[config.mk]
export PLATFORM = sky130hd
export DESIGN_NAME = thumb_fetch_unit
export DESIGN_NICKNAME = d
export VERILOG_FILES = /design/src/rtl/thumb_pkg.sv /design/src/rtl/thumb_hword_fifo.sv /design/src/rtl/thumb_fetch_unit.sv
export SDC_FILE = /design/constraint.sdc
export NUM_CORES = 1
export LEC_CHECK = 0
export ABC_CLOCK_PERIOD_IN_PS = 7400
export BUFFER_PORTS_ARGS = -buffer_cell sky130_fd_sc_hd__buf_2
export CORE_MARGIN = 1.5
export CORE_UTILIZATION = 30
export DETAILED_ROUTE_END_ITERATION = 6
export MAX_ROUTING_LAYER = met4
export SYNTH_ARGS = -nofsm -noshare
export SYNTH_HDL_FRONTEND = slang
export SYNTH_HIERARCHICAL = 1
export SYNTH_SLANG_ARGS = --single-unit
[constraint.sdc]
create_clock -name clock -period 7.4 [get_ports clock]
set_clock_uncertainty 0.2 [all_clocks]
set_input_delay 1.11 -clock clock [delete_from_list [all_inputs] [get_ports clock]]
set_output_delay 1.11 -clock clock [all_outputs]
set_load 0.01 [all_outputs]
[src/rtl/thumb_pkg.sv]
// Shared types and widths for the Thumb fetch front-end.
package thumb_pkg;
    localparam int HWORD_W = 16;
    localparam int WORD_W  = 32;

    typedef enum logic [1:0] {
        RUN   = 2'd0,
        WAIT  = 2'd1,
        DRAIN = 2'd2
    } fetch_state_t;
endpackage

[src/rtl/thumb_hword_fifo.sv]
// Halfword prefetch queue: up to two pushes and one pop per cycle, synchronous flush.
module thumb_hword_fifo
    import thumb_pkg::*;
#(
    parameter int DEPTH = 4
) (
    input  logic                     clock,
    input  logic                     reset_n,
    input  logic                     flush,
    input  logic [1:0]               push_n,
    input  logic [HWORD_W-1:0]       push_d0,
    input  logic [HWORD_W-1:0]       push_d1,
    input  logic                     pop,
    output logic [HWORD_W-1:0]       head,
    output logic [$clog2(DEPTH):0]   count
);
    localparam int AW = $clog2(DEPTH);

    logic [HWORD_W-1:0] mem [DEPTH];
    logic [AW-1:0]      wr_ptr;
    logic [AW-1:0]      rd_ptr;

    always_ff @(posedge clock or negedge reset_n) begin
        if (!reset_n) begin
            wr_ptr <= '0;
            rd_ptr <= '0;
            count  <= '0;
        end else if (flush) begin
            wr_ptr <= '0;
            rd_ptr <= '0;
            count  <= '0;
        end else begin
            wr_ptr <= wr_ptr + AW'(push_n);
            rd_ptr <= rd_ptr + AW'(pop);
            count  <= count + (AW+1)'(push_n) - (AW+1)'(pop);
        end
    end

    // Storage carries no reset; entries are only read once counted valid.
    always_ff @(posedge clock) begin
        if (!flush) begin
            if (push_n != 2'd0)
                mem[wr_ptr] <= push_d0;
            if (push_n == 2'd2)
                mem[wr_ptr + AW'(1)] <= push_d1;
        end
    end

    assign head = mem[rd_ptr];
endmodule

[src/rtl/thumb_fetch_unit.sv]
// Thumb fetch front-end: word fetch, halfword split, prefetch queue, redirect flush.
// Optional THUMB_FETCH_STATS_EN adds stat_words / stat_flushes counters.
module thumb_fetch_unit
    import thumb_pkg::*;
#(
    parameter int                ADDR_W   = 32,
    parameter int                DEPTH    = 4,
    parameter logic [ADDR_W-1:0] RESET_PC = '0
) (
    input  logic                clock,
    input  logic                reset_n,
    output logic                mem_req,
    output logic [ADDR_W-3:0]   mem_addr,
    input  logic                mem_ack,
    input  logic [WORD_W-1:0]   mem_rdata,
    input  logic                redirect,
    input  logic [ADDR_W-1:0]   redirect_pc,
    output logic                instr_valid,
    output logic [HWORD_W-1:0]  instr,
    output logic [ADDR_W-1:0]   instr_pc,
    input  logic                instr_ready
`ifdef THUMB_FETCH_STATS_EN
    ,
    output logic [31:0]         stat_words,
    output logic [31:0]         stat_flushes
`endif
);
    localparam int                CW        = $clog2(DEPTH) + 1;
    localparam logic [ADDR_W-1:0] RESET_HPC = RESET_PC & ~ADDR_W'(1);

    fetch_state_t       state, state_nxt;
    logic [ADDR_W-1:0]  fpc, hpc, target;
    logic [ADDR_W-3:0]  req_addr;
    logic [CW-1:0]      count, free, need;
    logic               live, issue, enq, pop;
    logic [1:0]         push_n;
    logic [HWORD_W-1:0] push_d0, push_d1, head;

    // An odd-halfword fetch PC only consumes the upper half of its word.
    always_comb begin
        target    = redirect_pc & ~ADDR_W'(1);
        need      = fpc[1] ? CW'(1) : CW'(2);
        free      = CW'(DEPTH) - count;
        issue     = live && (state == RUN) && (free >= need) && !redirect;
        mem_req   = issue || (state == WAIT) || (state == DRAIN);
        mem_addr  = (state == RUN) ? fpc[ADDR_W-1:2] : req_addr;
        enq       = mem_ack && !redirect && (issue || (state == WAIT));
        push_n    = !enq ? 2'd0 : (fpc[1] ? 2'd1 : 2'd2);
        push_d0   = fpc[1] ? mem_rdata[WORD_W-1:HWORD_W] : mem_rdata[HWORD_W-1:0];
        push_d1   = mem_rdata[WORD_W-1:HWORD_W];
        pop       = instr_valid && instr_ready && !redirect;
        state_nxt = state;
        case (state)
            RUN:     if (issue && !mem_ack) state_nxt = WAIT;
            WAIT: begin
                if (mem_ack)       state_nxt = RUN;
                else if (redirect) state_nxt = DRAIN;
            end
            DRAIN:   if (mem_ack) state_nxt = RUN;
            default: state_nxt = RUN;
        endcase
    end

    // live holds off the first request until the cycle after reset release.
    always_ff @(posedge clock or negedge reset_n) begin
        if (!reset_n) begin
            live  <= 1'b0;
            state <= RUN;
            fpc   <= RESET_HPC;
            hpc   <= RESET_HPC;
        end else begin
            live  <= 1'b1;
            state <= state_nxt;
            if (redirect) begin
                fpc <= target;
                hpc <= target;
            end else begin
                if (enq)
                    fpc <= fpc + (fpc[1] ? ADDR_W'(2) : ADDR_W'(4));
                if (pop)
                    hpc <= hpc + ADDR_W'(2);
            end
        end
    end

    // Outstanding word address, kept through DRAIN after fpc has moved on.
    always_ff @(posedge clock) begin
        if (issue)
            req_addr <= fpc[ADDR_W-1:2];
    end

    thumb_hword_fifo #(
        .DEPTH (DEPTH)
    ) u_fifo (
        .clock   (clock),
        .reset_n (reset_n),
        .flush   (redirect),
        .push_n  (push_n),
        .push_d0 (push_d0),
        .push_d1 (push_d1),
        .pop     (pop),
        .head    (head),
        .count   (count)
    );

    assign instr_valid = (count != '0);
    assign instr       = instr_valid ? head : '0;
    assign instr_pc    = hpc;

`ifdef THUMB_FETCH_STATS_EN
    always_ff @(posedge clock or negedge reset_n) begin
        if (!reset_n) begin
            stat_words   <= '0;
            stat_flushes <= '0;
        end else begin
            if (mem_ack)
                stat_words <= stat_words + 32'd1;
            if (redirect)
                stat_flushes <= stat_flushes + 32'd1;
        end
    end
`endif
endmodule

# Yosys cells after proc, flatten, opt, wreduce, memory -nomap -nowiden
# Memories as Yosys holds them, arrays and structs flattened.
# Cells that the tools add are included.
[word_totals] ff_bits=104 mem_bits_rw=64 inputBits=69 out_inout_bits=80 word_cells=67 mem_count=1
[classes] add_sub_neg=8 order_cmp=1 n_eq_ne=6 mux=25 n_reduce_logical=18
[memory_table] name="u_fifo.mem" depth=4 width=16 rd=1 rd_clocked_by_memory_dff=0 wr=2 line="thumb_hword_fifo.sv:19" rtl="logic [HWORD_W-1:0] mem [DEPTH];"
[ops] operator="2-to-1 mux 32 bit" count=4
[ops] operator="adder 32 x 2 -> 32 bit (second input constant)" count=1
[ops] operator="adder 32 x 3 -> 32 bit" count=1
[ops] operator="2-to-1 mux 16 bit" count=2
[ops] operator="2-to-1 mux 30 bit" count=1
[ops] operator="2-to-1 mux 2 bit" count=9
[ops] operator="logical AND 1 bit" count=8
[ops] operator="2-to-1 mux 1 bit" count=6
[ops] operator="2-to-1 mux 3 bit" count=2
[ops] operator="case mux 2 bit (3 select lines)" count=1
[ops] operator="nonzero test 2 bit" count=3
[ops] operator="equality test 2 bit (second input constant)" count=2
[ops] operator="adder 3 x 2 -> 3 bit" count=1
[ops] operator=">= comparator 3 x 2 -> 1 bit" count=1
[ops] operator="!= test 3 bit (second input constant)" count=1
[ops] operator="AND reduction 3 bit" count=1
[ops] operator="nonzero test 3 bit" count=1
[ops] operator="subtractor 3 x 1 -> 3 bit" count=1
[ops] operator="subtractor 3 bit (first input constant)" count=1
[ops] operator="adder 2 x 1 -> 2 bit" count=1
[ops] operator="adder 2 x 1 -> 2 bit (second input constant)" count=1
[ops] operator="adder 2 bit" count=1
[ops] operator="equality test 2 x 1 -> 1 bit (second input constant)" count=1
[ops] operator="logical NOT 1 bit" count=2
[ops] operator="4 further kinds" count=5

# Logic depth before layout (Yosys ltp)
# Gate-level depths: netlist (run 1).
[logic_depth] ltp_word=11 ltp_mapped=15 mapped_depth_nobuf=15

# Hierarchy
# Netlist (run 1), hierarchy kept.
[by_module_without_submodules] mod="thumb_fetch_unit" instances=1 cells_each=530 area_each_um2=5535.3 seq_area_each_um2=2527.4
[by_module_without_submodules] mod="thumb_hword_fifo" instances=1 cells_each=203 area_each_um2=3590.9 seq_area_each_um2=2097.0

# Worst setup path before layout (run 1)
# OpenSTA, ideal clock, no wires.
[synth_timing] path_kind="input to register" startpoint="input redirect" endpoint="memory u_fifo.mem[1][0] (enable)" setup_ns=0.409 arrival_ns=3.505 required_time_ns=6.791 setup_slack_ns=3.285 cell_stages=6 path_buffers=3 cell_sequence="clkbuf_1 -> clkbuf_1 -> clkbuf_1 -> nor3_1 -> mux2i_1 -> nor3_1"
[synth_rtl] element="start: declaration" line="thumb_fetch_unit.sv:16" rtl="input logic redirect,"
[synth_rtl] element="end: declaration" line="thumb_hword_fifo.sv:19"

# Worst setup path after layout (run 1)
[layout_timing] startpoint="register fpc[1]" endpoint="output mem_req"
[layout_between] elab_chain_cells=6
[layout_lines] element="start: declaration" line="thumb_fetch_unit.sv:32" rtl="logic [ADDR_W-1:0] fpc, hpc, target;"
[layout_lines] element="start signal: assignment" line="thumb_fetch_unit.sv:75" rtl="fpc <= target;"
[layout_lines] element="start signal: assignment" line="thumb_fetch_unit.sv:79" rtl="fpc <= fpc + (fpc[1] ? ADDR_W'(2) : ADDR_W'(4));"
[layout_lines] element="2-to-1 mux 2 bit" line="thumb_fetch_unit.sv:42" rtl="need = fpc[1] ? CW'(1) : CW'(2);"
[layout_lines] element=">= comparator 3 x 2 -> 1 bit" line="thumb_fetch_unit.sv:44" rtl="issue = live && (state == RUN) && (free >= need) && !redirect;"
[layout_lines] element="logical AND 1 bit (2 in a row)" line="thumb_fetch_unit.sv:44"
[layout_lines] element="net issue" line="thumb_fetch_unit.sv:35" rtl="logic live, issue, enq, pop;"
[layout_lines] element="logical OR 1 bit (2 in a row)" line="thumb_fetch_unit.sv:45" rtl="mem_req = issue || (state == WAIT) || (state == DRAIN);"
[layout_lines] element="end: declaration" line="thumb_fetch_unit.sv:12" rtl="output logic mem_req,"
# The timed path passes the listed nets, and every way through them passes these cells.

==> flow_summary.ini, run 1 <==
[setup_path]
rr_worst_depth = 9
cpMaxStageDelayCell = or3b_2
start_kind = flip-flop
worstSetupPathType = flip-flop to output port
cpPeakStageDelay_ps = 680
worstReg2RegStart = fpc[1]
crit_arrival_ps = 3180
crit_fanout = 31
worst-path-buf-inv = 3
end_kind = output port
r2r_slack_ps = 3160
regToRegEndpoint = u_fifo/mem[2][2]
path_cells = buf_4 > ha_1 > nand2b_1 > a21o_1 > nand2_1 > inv_1 > or3b_2 > buf_2
crit_required_ps = 6090
crit_family = buffers and inverters

[global_routing]
gr-total-overflow = 0
grt_start_max_net_pins = 73
grt.total_usage_pct = 16.15
grt_pass1_vias = 6361
antenna_found_initial = 4
grt_pass1_wl_mm = 37.26

[sta]
drv_slew = 0
finalSetupViolations = 0
max_freq_mhz = 222.8
post-route-period-util_pct = 60.65
rsz0062_at_grt = no
finalWorstSetupSlack_ps = 2912
period_needed_ps = 4488
hold_viol_final = 0
slew_headroom_pct = 18.16
finalSetupTns_ps = 0
worst_pin_slew_ps = 1226

[cts]
cts.hold.buffers_added = 0
cts_root_buffer = clkbuf_16
cts.sinks = 166
cts_setup_buffers = 0
clk_latency_ps = 430
cts_max_path_buffers = 2
ctsHtreeMaxLevel = 4
numCtsBuffers = 17
cts_resized = 0
cts_tree = yes
path_clk_slew_ps = 70

[floorplanning]
rows = 63
dieArea_mm2 = 0.03148
die_height_um = 177.4
ios = 149
core_mm2 = 0.02980
start_util_pct = 30.63
die_w_um = 177.4

[outcome]
outcome = complete, no violations

[routing]
postRouteAntennaNets = 0
drt_iter0_markers = 492
drt_wl_total_mm = 24.57
viasPerCell = 5.114
drc = 0
first_pass_iters = 6
wl_per_cell_um = 19.30
vias = 6510

[place]
io_buffer_count = 146
dp_hpwl_mm = 16.43
dpl_worst_slack_ps = 2647
dpl.cell_count = 1237
gp_congestion = 0.8553

[power]
ir_drop_mv = 0.1461
leakage_nw = 4.074
power_density_mw_per_mm2 = 251.9
finalPower_w = 0.002731

[logic_synthesis]
ys_ff_latch = 166
syn-num-nets = 815
postSynthCellCount = 733
ys_seq_area_share_pct = 50.67
synth_edf_count = 94
syn_area_mm2 = 0.009126
synth_flop_cell = edfxtp_1
yosysWarnings = 6
synthArstFlopShare_pct = 43.37
synth_cell_types = 62
synth_area_per_cell_um2 = 12.45

[min_path]
min_from = fpc[31]
hold_depth = 0
holdPathEnd = req_addr[29]
hold_path_class = flip-flop to flip-flop

[run]
max-cap-violations = 0

[cells_and_area]
syn_to_final_growth_pct = 18.80
stdcell_count = 1273
fin_nets = 948
drive_gt1_share_pct = 38.11
routing by layer:
metal | global-route usage, % | wire length [um]
met2 | 26.87 | 12280
met1 | 20.01 | 10390
met3 | 3.278 | 1537
met4 | 4.132 | 350
met5 | - | 0
per-stage QoR:
step	utilization [%]	cell area [um2]	hold WS, ps
finish	36.39	10840	313.7
global route	36.39	10840	330.7
CTS	36.35	10830	312.3
detailed placement	34.36	10240	305.3
global placement	34.36	10240	289.2
floorplan	-	9126	241.1
cell usage after synthesis (10+ instances only):
| cell type | instances | area [um2] |
|---|---|---|
| mux2_2 | 102 | 1149 |
| edfxtp_1 | 94 | 2823 |
| dfrtp_1 | 72 | 1802 |
| nor2_1 | 46 | 172.7 |
| a311oi_1 | 36 | 315.3 |
| nor2b_1 | 36 | 225.2 |
| a21oi_1 | 29 | 145.1 |
| xor2_1 | 25 | 219.0 |
| clkbuf_1 | 23 | 86.33 |
| inv_1 | 23 | 86.33 |
| nand4_1 | 22 | 137.6 |
| nand2_1 | 18 | 67.56 |
| nand3_1 | 17 | 85.08 |
| mux4_2 | 16 | 360.4 |
| and3_1 | 14 | 87.58 |
| xnor2_1 | 13 | 113.9 |
| ha_1 | 12 | 150.1 |
| mux2_4 | 10 | 150.1 |
| nor3_1 | 10 | 50.05 |
layout by cell type, fill, tap and decap left out, types with 14 or more instances in the layout:
cell type,instances
a21oi_1,29
dfrtp_1,72
mux2_2,102
inv_1,23
xor2_1,25
nand2_1,18
clkbuf_16,17
buf_2,146
nor2_1,45
nand4_1,22
and3_1,14
mux4_2,16
edfxtp_1,94
a311oi_1,36
nor2b_1,36
nand3_1,17
cell families after synthesis:
group | count (synthesis) | share of synthesized area (%)
DFF | 166 | 50.67
muxes | 134 | 18.84
and+or+nand+nor | 217 | 14.04
other | 2 | 0.08229
AOI/OAI and AO/OA | 97 | 7.609
buffers and inverters | 66 | 3.249
adders and majority gates | 13 | 1.865
xor gates and xnor gates | 38 | 3.647
flip-flops by register name, indices dropped and copies added, names as in the netlist:
name / count
u_fifo/count: 3
req_addr: 30
instr_pc: 31
u_fifo/rd_ptr: 2
fpc: 31
u_fifo/wr_ptr: 2
live: 1
u_fifo/mem: 64
state: 2
worst max path at each step:
stage,slack (ps),startpoint,depth (start not counted),to
after floorplan,3290,redirect,6,u_fifo/mem[1][0]
after global placement,2730,redirect,8,u_fifo/mem[2][0]
after detailed placement,2650,redirect,8,u_fifo/mem[2][2]
after CTS,2850,fpc[1],8,mem_req
after global routing,2700,fpc[1],8,mem_req
final,2910,fpc[1],8,mem_req
power by group:
part	internal (W)	total, W	switching, W	leakage (nW)
Clock	0.000508	0.000915	0.000408	0.279
Sequential	0.00107	0.00115	0.0000730	1.68
Combinational	0.000298	0.000669	0.000371	2.11
Total	0.00188	0.00273	0.000852	4.07
layout make-up:
cell class,instances,area (um2)
antenna,4,10.01
multi-input combinational,501,4230
clock buffer,18,429.2
timing repair buffer,156,805.8
fill,2965,18950
sequential,166,4624
inverter,24,90.09
tap,390,488.0
clock inverter,14,163.9
worst reg2reg max path, stage by stage (launching register included):
cell and delay [ps]:
dfrtp_1 360, buf_4 250, ha_1 330, nand2b_1 130, a211o_1 230, nand3_4 160, nor3_1 640, and4bb_1 350
and2_1 910, mux2_2 430
(Power assumes the default switching activity.)
==> run 2, diff against run 1 <==
--- a/config.mk
+++ b/config.mk
@@ -5,7 +5,7 @@
 export SDC_FILE = /design/constraint.sdc
 export NUM_CORES = 1
 export LEC_CHECK = 0
-export ABC_CLOCK_PERIOD_IN_PS = 7400
+export ABC_CLOCK_PERIOD_IN_PS = 3700
 export BUFFER_PORTS_ARGS = -buffer_cell sky130_fd_sc_hd__buf_2
 export CORE_MARGIN = 1.5
 export CORE_UTILIZATION = 30
==> constraint.sdc (replaced) <==
create_clock -name clock -period 3.7 [get_ports clock]
set_clock_uncertainty 0.2 [all_clocks]
set_input_delay 0.555 -clock clock [delete_from_list [all_inputs] [get_ports clock]]
set_output_delay 0.555 -clock clock [all_outputs]
set_load 0.01 [all_outputs]
==> flow_summary.ini, run 2 (same netlist as run 1, synthesis figures left out) <==
[outcome]
outcome = complete, no violations

[cells_and_area]
drive_gt1_share_pct = 38.72
fin_nets = 960
stdcell_count = 1283
final_core_util_pct = 36.79
final_cell_mix = buf_2, mux2_2, edfxtp_1
largest_register_ffs = 64
final_common_cell = buf_2
seqCellArea_mm2 = 0.004624
top_register = u_fifo/mem
syn_to_final_growth_pct = 20.13
multiInputGateArea_mm2 = 0.004218
n_fill_cell = 2957

[sta]
slew_headroom_pct = 39.26
drv_slew = 0
max_freq_mhz = 285.7
finalSetupViolations = 0
hold_viol_final = 0
finalSetupTns_ps = 0
post-route-period-util_pct = 94.60
worst_pin_slew_ps = 907.7
rsz0062_at_grt = no
period_needed_ps = 3500

[routing]
wl_per_cell_um = 19.14
postRouteAntennaNets = 0
drt_wl_total_mm = 24.56
vias = 6520
drt_iter0_markers = 484
drc = 0
viasPerCell = 5.082
first_pass_iters = 4

[min_path]
hold_path_class = primary input to flip-flop

[cts]
ctsHtreeMaxLevel = 4
path_clk_slew_ps = 60
numCtsBuffers = 17
cts_tree = yes
clk_latency_ps = 420
cts_max_path_buffers = 2
cts.sinks = 166
cts_resized = 0
cts_root_buffer = clkbuf_16

[power]
power_density_mw_per_mm2 = 507.6
leakage_nw = 4.154
ir_drop_mv = 0.2983

[global_routing]
gr-total-overflow = 0
grt_start_max_net_pins = 70
antenna_found_initial = 2
grt.total_usage_pct = 16.26
grt_pass1_wl_mm = 37.61
grt_pass1_vias = 6315

[floorplanning]
dieArea_mm2 = 0.03148
die_w_um = 177.4
ios = 149
core_mm2 = 0.02980
rows = 63
die_height_um = 177.4
start_util_pct = 30.63

[place]
dpl.cell_count = 1248
dp_hpwl_mm = 16.93
gp_congestion = 0.8597
io_buffer_count = 146

[setup_path]
cpMostUsedCell = ha_1
cpPeakStageDelay_ps = 510
worstSetupPathType = flip-flop to flip-flop
start_kind = flip-flop
crit_fanout = 16
end_kind = flip-flop
path_cells = inv_1 > ha_1 > ha_1 > a211o_1 > nand3_4 > nor3_1 > buf_4 > nor3b_2 > nand3b_2 > mux2_2
cpMaxStageDelayCell = nand3b_2
crit_arrival_ps = 3470
crit_required_ps = 3670

[run]
max-cap-violations = 0
-- run 2: cell type report --
cell class,instances,area share [%]
Timing Repair Buffer,168,8.309
Clock buffer,18,3.915
Antenna cell,2,0.04565
Multi-Input combinational cell,501,38.47
Tap cell,390,4.451
Sequential cell,166,42.18
Inverter,24,0.8217
Clock inverter,14,1.803
-- run 2: final timing paths --
path	from	depth (start not counted)	to	slack [ps]
max reg2reg	u_fifo/count[0]	10	u_fifo/mem[3][0]	200
min in group asynchronous	reset_n	2	fpc[27]	520
max	u_fifo/count[0]	10	u_fifo/mem[3][0]	200
max in group asynchronous	reset_n	3	fpc[13]	1940
min	mem_ack	2	state[1]	200
min reg2reg	fpc[31]	0	req_addr[29]	300
-- run 2: worst max-delay path, delay by kind of cell (launching register included) --
family,cells,cell delay (ps)
simple gates,4,1000
fa+ha+maj,2,600
mux,1,490
buf+inv,2,270
compound gates,1,340
flops,1,360
-- run 2: through the flow --
step                hold WS [ps]  total power, W  area [um2]  setup slack [ps]
finish                     195.4        0.005565       10960             199.6
global route               188.6        0.005846       10960             85.68
CTS                        178.1        0.005639       10960             226.9
detailed placement         307.3        0.003700       10320             251.1
global placement           300.9        0.003682       10320             308.2
floorplan                  59.41        0.003167        9126             45.72
-- run 2: power breakdown --
group          switching (W)  internal, W  total [W]
sequential          0.000140      0.00214    0.00228
combinational       0.000749     0.000611    0.00136
clock               0.000780      0.00114    0.00192
total                0.00167      0.00390    0.00557
-- run 2: timing repair --
action,in CTS,in global routing
endpoints found under the hold margin,13,0
hold buffers,1,0
setup buffers,0,0
-- run 2: per-layer routing --
metal | track usage [%] | wire length (um) | share of wire, % | vias up
met3 | 3.770 | 1565 | 6.4 | 23
li1 | - | - | - | 3067
met2 | 26.90 | 12190 | 50 | 205
met5 | - | 0 | 0 | -
met4 | 3.782 | 367 | 1.5 | 0
met1 | 20.14 | 10440 | 43 | 3225
==> run 3, diff against run 2 <==
--- a/config.mk
+++ b/config.mk
@@ -7,10 +7,13 @@
 export LEC_CHECK = 0
 export ABC_CLOCK_PERIOD_IN_PS = 3700
 export BUFFER_PORTS_ARGS = -buffer_cell sky130_fd_sc_hd__buf_2
+export CELL_PAD_IN_SITES_DETAIL_PLACEMENT = 2
+export CELL_PAD_IN_SITES_GLOBAL_PLACEMENT = 2
 export CORE_MARGIN = 1.5
 export CORE_UTILIZATION = 30
 export DETAILED_ROUTE_END_ITERATION = 6
 export MAX_ROUTING_LAYER = met4
+export PLACE_DENSITY_LB_ADDON = 0.1
 export SYNTH_ARGS = -nofsm -noshare
 export SYNTH_HDL_FRONTEND = slang
 export SYNTH_HIERARCHICAL = 1
==> flow_summary.ini, run 3 (same netlist as run 1, synthesis figures left out) <==
[routing]
wl_per_cell_um = 21.89
vias = 6675
highest_layer = met4
drt_iter0_markers = 292
drt-met1-wl_mm = 12.52
met2_length_mm = 14.12
wl_met3_mm = 1.323
viasPerCell = 5.186
postRouteAntennaNets = 0
first_pass_iters = 4
drt_wl_total_mm = 28.17
drc = 0

[setup_path]
path_cells = inv_1 > ha_1 > ha_1 > a211o_1 > nand3_4 > nor3_1 > buf_4 > inv_1 > ha_1 > inv_1 > ha_1 > inv_1 > fa_1 > xnor2_1 > nor2_1
crit_required_ps = 3780
worstSetupPathType = flip-flop to flip-flop
end_kind = flip-flop
crit_arrival_ps = 3450
cpPeakStageDelay_ps = 370
rr_worst_depth = 15
start_kind = flip-flop
crit_fanout = 10
cpMaxStageDelayCell = fa_1

[cts]
cts.hold.buffers_added = 0
cts_resized = 0
cts_setup_buffers = 0
cts_root_buffer = clkbuf_16
numCtsBuffers = 17
ctsHtreeMaxLevel = 4
clk_latency_ps = 440
path_clk_slew_ps = 80
cts_max_path_buffers = 2
cts.sinks = 166
cts_tree = yes

[global_routing]
grt.total_usage_pct = 18.69
gr-total-overflow = 0
antenna_found_initial = 2
grt_start_max_net_pins = 73
grt_pass1_wl_mm = 42.97
grt_pass1_vias = 7375

[power]
leakage_nw = 4.150
finalPower_w = 0.005446
power_density_mw_per_mm2 = 498.4
ir_drop_mv = 0.3052

[floorplanning]
rows = 63
die_w_um = 177.4
die_height_um = 177.4
ios = 149
core_mm2 = 0.02980
start_util_pct = 30.63
dieArea_mm2 = 0.03148

[cells_and_area]
drive_gt1_share_pct = 39.44
n_fill_cell = 3154
top_register = u_fifo/mem
largest_register_ffs = 64
final_cell_mix = buf_2, mux2_2, edfxtp_1
syn_to_final_growth_pct = 19.74
final_common_cell = buf_2
fin_nets = 964

[place]
dp_hpwl_mm = 19.44
gp_congestion = 0.7598
io_buffer_count = 146

[sta]
finalSetupTns_ps = 0
max_freq_mhz = 296.0
period_needed_ps = 3378
finalSetupViolations = 0
slew_headroom_pct = 30.77
worst_pin_slew_ps = 1038
rsz0062_at_grt = no
drv_slew = 0
hold_viol_final = 0
post-route-period-util_pct = 91.31

[run]
max-cap-violations = 0

[outcome]
outcome = complete, no violations

[min_path]
hold_path_class = primary input to asynchronous set/reset pin
==> run 3: layout make-up <==
| cell class | instances | area (um2) | area share, % |
|---|---|---|---|
| well taps | 390 | 488.0 | 4.465 |
| diodes | 2 | 5.005 | 0.04580 |
| flip-flops and latches | 166 | 4624 | 42.32 |
| clock buffers | 19 | 442.9 | 4.053 |
| clock inverters | 13 | 111.4 | 1.019 |
| multi-input cells | 501 | 4225 | 38.66 |
| inverters | 24 | 90.09 | 0.8244 |
| repair buffers | 172 | 940.9 | 8.610 |
==> run 3: critical path: cells and delay by family, from the launching register on <==
| kind | cells | cell delay [ps] |
|---|---|---|
| compound gates | 1 | 340 |
| xor+xnor | 1 | 170 |
| fa+ha+maj | 5 | 1370 |
| buf+inv | 5 | 490 |
| flops | 1 | 350 |
| simple gates | 3 | 290 |
==> run 3: per-layer routing <==
layer	track usage (%)	up-vias
met5	-	-
met4	3.571	0
met3	3.792	11
met2	32.00	125
met1	22.89	3469
li1	-	3070
==> run 3: power breakdown <==
part	switching [W]	total (W)	internal, W
Sequential	0.000132	0.00228	0.00214
Clock	0.000846	0.00175	0.000904
Combinational	0.000805	0.00142	0.000616
==> run 3: metrics by stage <==
stage               worst slack [ps]  hold slack, ps  util [%]  area (um2)  instances
floorplan                      45.72           59.41         -        9126        733
global placement               366.4           278.4     34.80       10370       1253
detailed placement             281.3           274.6     34.80       10370       1253
CTS                            302.1           124.6     36.66       10920       1285
global route                   86.96           161.7     36.68       10930       1287
finish                         321.6           73.14     36.68       10930       1287
==> run 3: final timing paths <==
kind,from,endpoint,slack [ps]
setup / recovery,u_fifo/count[0],u_fifo/count[2],320
hold / removal,reset_n,instr_pc[5],70
setup reg to reg,u_fifo/count[0],u_fifo/count[2],320
hold reg to reg,fpc[31],req_addr[29],290
max in group asynchronous,reset_n,fpc[20],2540
min in group clock,redirect_pc[2],fpc[2],170
